File: config.mk
export PLATFORM = sky130hd
export DESIGN_NAME = fifo_ctrl
export DESIGN_NICKNAME = d
export VERILOG_FILES = /design/src/rtl/fifo_pkg.sv /design/src/rtl/fifo_mem.sv /design/src/rtl/fifo_ctrl.sv
export SDC_FILE = /design/constraint.sdc
export NUM_CORES = 1
export LEC_CHECK = 0
export ABC_AREA = 1
export CORE_UTILIZATION = 45
export DETAILED_ROUTE_END_ITERATION = 7
export GPL_TIMING_DRIVEN = 0
export PLACE_DENSITY = 0.63
export SETUP_SLACK_MARGIN = 0.4
export SYNTH_ARGS = -nofsm -noshare
export SYNTH_HDL_FRONTEND = slang
export SYNTH_SLANG_ARGS = --single-unit
File: constraint.sdc
create_clock -name clk -period 2.5 [get_ports clk]
set_clock_uncertainty 0.1 [all_clocks]
set_input_delay 0.75 -clock clk [delete_from_list [all_inputs] [get_ports clk]]
set_output_delay 0.75 -clock clk [all_outputs]
set_load 0.05 [all_outputs]
File: src/rtl/fifo_pkg.sv
// Shared constants and types for the synchronous FIFO controller and its storage.
package fifo_pkg;

  localparam int DSIZE_DEF = 8;
  localparam int ASIZE_DEF = 3;
  localparam int DEPTH     = 1 << ASIZE_DEF;

  // Binary pointer: the low ASIZE bits address storage, and the MSB is the wrap bit.
  typedef logic [ASIZE_DEF:0] ptr_t;

endpackage

File: src/rtl/fifo_mem.sv
// Storage array for the FIFO: synchronous write and asynchronous read.
// Contents are deliberately not reset.
module fifo_mem
  import fifo_pkg::*;
#(
  parameter int DSIZE = DSIZE_DEF,
  parameter int ASIZE = ASIZE_DEF
) (
  input  logic             clk,
  input  logic             w_en,
  input  logic [ASIZE-1:0] w_addr,
  input  logic [DSIZE-1:0] data,
  input  logic [ASIZE-1:0] r_addr,
  output logic [DSIZE-1:0] out
);

  logic [DSIZE-1:0] mem [1 << ASIZE];

  // Capture write data on the rising edge whenever the controller enables a write.
  always_ff @(posedge clk) begin
    if (w_en) mem[w_addr] <= data;
  end

  // The read is combinational, so the head entry falls through without a read cycle.
  always_comb begin
    out = mem[r_addr];
  end

endmodule

File: src/rtl/fifo_ctrl.sv
// Single-clock FIFO controller: pointers, occupancy flags and valid/ready
// handshakes around fifo_mem. Every flag is decoded from the registered pointers.
module fifo_ctrl
  import fifo_pkg::*;
#(
  parameter int DSIZE     = DSIZE_DEF,
  parameter int ASIZE     = ASIZE_DEF,
  parameter int AFULL_TH  = 6,
  parameter int AEMPTY_TH = 1
) (
  input  logic             clk,
  input  logic             rst_n,
  input  logic             flush,
  input  logic             wr_valid,
  output logic             wr_ready,
  input  logic [DSIZE-1:0] wr_data,
  output logic             rd_valid,
  input  logic             rd_ready,
  output logic [DSIZE-1:0] rd_data,
  output logic [ASIZE:0]   count,
  output logic             almost_full,
  output logic             almost_empty
);

  localparam logic [ASIZE:0] AFULL_LIM  = (ASIZE+1)'(AFULL_TH);
  localparam logic [ASIZE:0] AEMPTY_LIM = (ASIZE+1)'(AEMPTY_TH);
  localparam logic [ASIZE:0] PTR_ONE    = (ASIZE+1)'(1);

  logic [ASIZE:0]   wptr, rptr;
  logic             empty, full;
  logic             push, pop;
  logic [ASIZE-1:0] w_addr, r_addr;

  // Decode status, handshakes and memory addresses from the registered pointers.
  always_comb begin
    empty        = (wptr == rptr);
    full         = (wptr[ASIZE] != rptr[ASIZE]) &&
                   (wptr[ASIZE-1:0] == rptr[ASIZE-1:0]);
    count        = wptr - rptr;
    wr_ready     = !full;
    rd_valid     = !empty;
    almost_full  = (count >= AFULL_LIM);
    almost_empty = (count <= AEMPTY_LIM);
    push         = wr_valid && wr_ready && !flush;
    pop          = rd_valid && rd_ready && !flush;
    w_addr       = wptr[ASIZE-1:0];
    r_addr       = rptr[ASIZE-1:0];
  end

  // Advance the pointers on push and pop. Flush takes priority and returns both pointers to zero.
  always_ff @(posedge clk or negedge rst_n) begin
    if (!rst_n) begin
      wptr <= '0;
      rptr <= '0;
    end else if (flush) begin
      wptr <= '0;
      rptr <= '0;
    end else begin
      if (push) wptr <= wptr + PTR_ONE;
      if (pop)  rptr <= rptr + PTR_ONE;
    end
  end

  fifo_mem #(
    .DSIZE (DSIZE),
    .ASIZE (ASIZE)
  ) u_mem (
    .clk    (clk),
    .w_en   (push),
    .w_addr (w_addr),
    .data   (wr_data),
    .r_addr (r_addr),
    .out    (rd_data)
  );

endmodule

## After elaboration in Yosys (flattened, before gate mapping)

Memory sizes are Yosys's and may differ from the RTL's.
Cells that the tools add are included.

- Equality and inequality tests: 3
- Add/sub/neg operators: 3
- $lt $le $gt $ge: 2
- Reduce and logical (&&, ||, !) cells: 10
- Multiplexer cells: 6

Operator list:

| cell | count |
|---|---|
| 4-bit two-way mux | 4 |
| 4-bit by 1-bit adder with 4-bit output (second input constant) | 2 |
| 1-bit logical AND | 5 |
| 4-bit == test | 1 |
| 4-bit by 3-bit >= comparator with 1-bit output (second input constant) | 1 |
| 4-bit by 1-bit less-or-equal comparator with 1-bit output (second input constant) | 1 |
| 2-bit nonzero test | 2 |
| 4-bit subtractor | 1 |
| 3-bit == test | 1 |
| 1-bit zero test | 3 |
| 1-bit two-way mux | 2 |
| 1-bit inequality test | 1 |

- Bits in registers: 8
- Input bits: 13
- Output and inout bits: 16
- Memories kept: 1
- Memory bits (writable): 64
- Word-level logic and storage cells: 27

Memories:

| memory | depth | width | read ports | clocked after memory_dff | wr ports | RTL line | RTL |
|---|---|---|---|---|---|---|---|
| u_mem.mem | 8 | 8 | 1 | 0 | 1 | fifo_mem.sv:17 | `logic [DSIZE-1:0] mem [1 << ASIZE];` |

## Depth between registers and ports, before layout

- Word-level depth: 7
- Mapped depth: 10
- Gate-level depth less buffers: 9

## Cells and area by module

A second synthesis with hierarchy kept.

- Cells, all modules: 383
- Area, all modules: 3553.4 µm²

By module, submodules not included:

| module | cells an instance | area each (µm²) | times used | sequential area each (µm²) |
|---|---|---|---|---|
| fifo_mem | 295 | 2890.3 | 1 | 1921.8 |
| fifo_ctrl | 88 | 663.1 | 1 | 200.2 |

## Least setup slack after synthesis

Ideal clock, no wire load.

- Kind: register to output
- Start point: register wptr[0]
- End point: output almost_full
- Arrival time: 2980 ps
- Data required time: 1650 ps
- Path buffers: 0
- Cell stages (with the launch flop): 7
- Setup slack: -1330 ps
- Path through: dfrtp_1 inv_1 ha_1 fa_1 xnor2_1 inv_1 o211ai_1

- Longest elaborated chain between the ends: 2

RTL lines:

| what | RTL line | RTL |
|---|---|---|
| start, declared | fifo_ctrl.sv:29 | `logic [ASIZE:0] wptr, rptr;` |
| start signal, assigned | fifo_ctrl.sv:59 | `if (push) wptr <= wptr + PTR_ONE;` |
| 4-bit subtractor | fifo_ctrl.sv:39 | `count = wptr - rptr;` |
| named net count[2] | fifo_ctrl.sv:20 | `output logic [ASIZE:0] count,` |
| 4-bit by 3-bit >= comparator with 1-bit output | fifo_ctrl.sv:42 | `almost_full = (count >= AFULL_LIM);` |
| end, declared | fifo_ctrl.sv:21 | `output logic almost_full,` |

The timed path passes the listed nets, and every way through them passes these cells.

## Worst setup path after layout

- Start point: register wptr[0]
- End point: output almost_full

- Longest elaborated chain between the ends: 2

RTL lines:

| what | RTL line |
|---|---|
| 4-bit subtractor | fifo_ctrl.sv:39 |
| 4-bit by 3-bit >= comparator with 1-bit output | fifo_ctrl.sv:42 |

No other way between the ends.

==> results.toml <==
[run_status]
status = "finished, violations left"
violations = "negative setup slack"

[synth]
synth_top_area_frac = 0.577
synth_commonest_cells = "nor2_1, nand2_1, edfxtp_1"
yosysMostFrequentCell = "nor2_1"
syn_area_mm2 = 0.00333
synth_edf_count = 64
syn_inst = 319
yosys.area.top_type = "edfxtp_1"
synthArstFlopShare = 0.111
synth_area_leaders = "edfxtp_1, nor2_1, nand2_1, dfrtp_1, o21ai_1"
ys_seq_area_frac = 0.637
synth_area_per_cell_um2 = 10.4
ys_dominant_reg_cell = "edfxtp_1"
yosys.cell_types.count = 27
ys_ff_latch = 72
ys_warn_count = 0
synth_nets = 338

[finish]
insertedDiodeCount = 0
layout-drive-gt1-share = 0.430
nets = 423
finalInstanceArea_mm2 = 0.00502
final_cells = 508
postLayoutCoreUtil = 0.695
syn_to_final_growth_pct = 50.5

[placement]
placed_area_mm2 = 0.00396
place_ws_ps = -714
portBuffers = 28
gp_congestion = 0.834
dp_cells = 446
dp_hpwl_mm = 5.21

[routing]
initialDrtViolationCount = 151
wl_mm = 8.40
drt_pass1_iterations = 4
via_per_inst = 5.09
vias = 2587
drtAntennaViolNets = 0
drc = 0
wire_per_inst_um = 16.5

[die]
dieArea_mm2 = 0.00776
io-pin-count = 29
die_height_um = 88.1
fp.dieW_um = 88.1
rows = 31
initial_core_util = 0.462
core_mm2 = 0.00721

[setup_path]
path_class = "flip-flop to primary output"
endpoint_kind = "primary output"
cp_cell_sequence = "inv_4 > ha_4 > fa_2 > xnor2_4 > inv_2 > o211ai_1 > buf_4"
max_stage_delay_ps = 400
crit_fanout = 3
critPathTopFamily = "adder cells"
timing.critical_path.buf_inv = 3
crit_arrival_ps = 1950
required_ps = 1650
startpoint_type = "flip-flop"
slowest_stage = "dfrtp_2"

[timing]
finalSetupViolCount = 15
layout_setup_ws_ps = -299
worst_pin_slew_ps = 427
hold_viol = 0
fmax_ghz = 0.357
relSlewSlack = 0.715
min_period_over_period = 1.12
min_period_ps = 2800
drv_slew = 0
tns_ps = -2290
rsz0062_at_grt = "true"

[run]
drv_cap = 0

[clocking]
ctsRootBufferMaster = "clkbuf_8"
htreeDepth = 3
cts_sinks = 72
clockBufferDepth = 2
clock_latency_ps = 350
hold_buffers = 0
path_clk_slew_ps = 80
cts-buffers-inserted = 9
cts_tree = "yes"

[worst_hold_path]
hp-class = "flip-flop to flip-flop"

[global_route]
antenna_found_initial = 0
grt_max_degree = 13
grt-ovfl-total = 0
grt_first_pass_wirelength_mm = 12.5
grt_usage = 0.229
grt_pass1_vias = 2442

[power_and_ir_drop]
leakage_nw = 1.96
switchingPower_w = 0.00122
powerDensity_mw_per_mm2 = 759
swShare = 0.321
seqPwrFrac = 0.354
peakVddDrop_v = 0.000364
pwr-share-comb = 0.358
clock_power_share = 0.288
internal_power_w = 0.00258
-- worst register-to-register path, stage by stage (launching register included) --
cell and delay, ps:
dfrtp_1 390, buf_8 140, clkinv_8 70, ha_4 270, nand2_4 110, nor2_8 50
nand2_8 70, buf_8 120, nand3_4 150, nor2_4 300
-- state kept, by name, summed over array words and instances, names as in the netlist --
| register | count |
|---|---|
| rptr | 4 |
| u_mem.mem | 64 |
| wptr | 4 |
-- stage by stage --
stage | total power, W | hold WS [ps]
4_1_cts | 0.00370 | 516
3_5_place_dp | 0.00236 | 501
2_1_floorplan | 0.00208 | 354
6_report | 0.00381 | 513
5_1_grt | 0.00394 | 550
3_3_place_gp | 0.00236 | 486
-- layout by cell type, fill, tap and decap left out, types with 3 or more instances in the layout --
cell type	n
buf_12	9
buf_4	28
buf_6	14
buf_8	23
bufinv_16	3
clkbuf_8	9
clkdlybuf4s50_1	12
clkinv_1	3
clkinvlp_4	3
dfrtp_1	6
edfxtp_1	64
ha_4	3
inv_1	5
inv_2	3
nand2_1	52
nand2_2	14
nand2_4	5
nand3_1	15
nand3_4	3
nand4_1	5
nor2_1	49
nor2_2	12
nor2_4	14
o21ai_1	15
o21ai_2	15
-- layout make-up --
type | count | area, um^2
clock buffers | 9 | 124
repair buffers | 74 | 836
inverters | 15 | 88.8
flip-flops and latches | 72 | 2120
fillers | 505 | 2200
clock inverters | 7 | 110
plain buffers | 14 | 188
well taps | 99 | 124
multi-input cells | 218 | 1420
-- path summary, 6_finish.rpt --
path                                     start                   endpoint  slack [ps]  cells past startpoint
min                        rptr[3]$_DFFE_PN0P_        rptr[3]$_DFFE_PN0P_         510                      2
max reg2reg                rptr[2]$_DFFE_PN0P_  u_mem.mem[3][5]$_DFFE_PP_         410                      9
max in group asynchronous                rst_n        rptr[1]$_DFFE_PN0P_        1400                      1
min in group asynchronous                rst_n        wptr[1]$_DFFE_PN0P_         590                      1
min reg2reg                rptr[3]$_DFFE_PN0P_        rptr[3]$_DFFE_PN0P_         510                      2
max                        wptr[0]$_DFFE_PN0P_                almost_full        -300                      7
-- timing repair --
action,4_1_cts,5_1_grt
endpoints found under the setup margin,80,80
pin swaps,24,33
setup buffers,30,16
gates resized for setup,177,36
-- power by group through the flow --
stage          sequential [W]  combinational, W  clock (W)
3_3_place_gp          0.00137          0.000982          0
4_1_cts               0.00135           0.00125    0.00111
3_5_place_dp          0.00138          0.000988          0
2_1_floorplan         0.00137          0.000707          0
6_report              0.00135           0.00136    0.00110
5_1_grt               0.00135           0.00144    0.00115
-- per-layer routing --
layer | routed length, um | global-route usage | up-vias
met2 | 4390 | 0.405 | 54
met3 | 292 | 0.0386 | 14
li1 | - | - | 1256
met4 | 137 | 0.0865 | 0
met1 | 3580 | 0.280 | 1263
met5 | 0 | 0 | -
-- cells by family (layout without fill, tap and decap cells) --
group           after synthesis  in the layout  synth area share
compound gates               35             35            0.0544
simple gates                174            174             0.227
buf+inv                      29            119            0.0496
fa+ha+maj                     6              6            0.0248
xor+xnor                      3              3           0.00788
flops                        72             72             0.637
(Power assumes the default switching activity.)
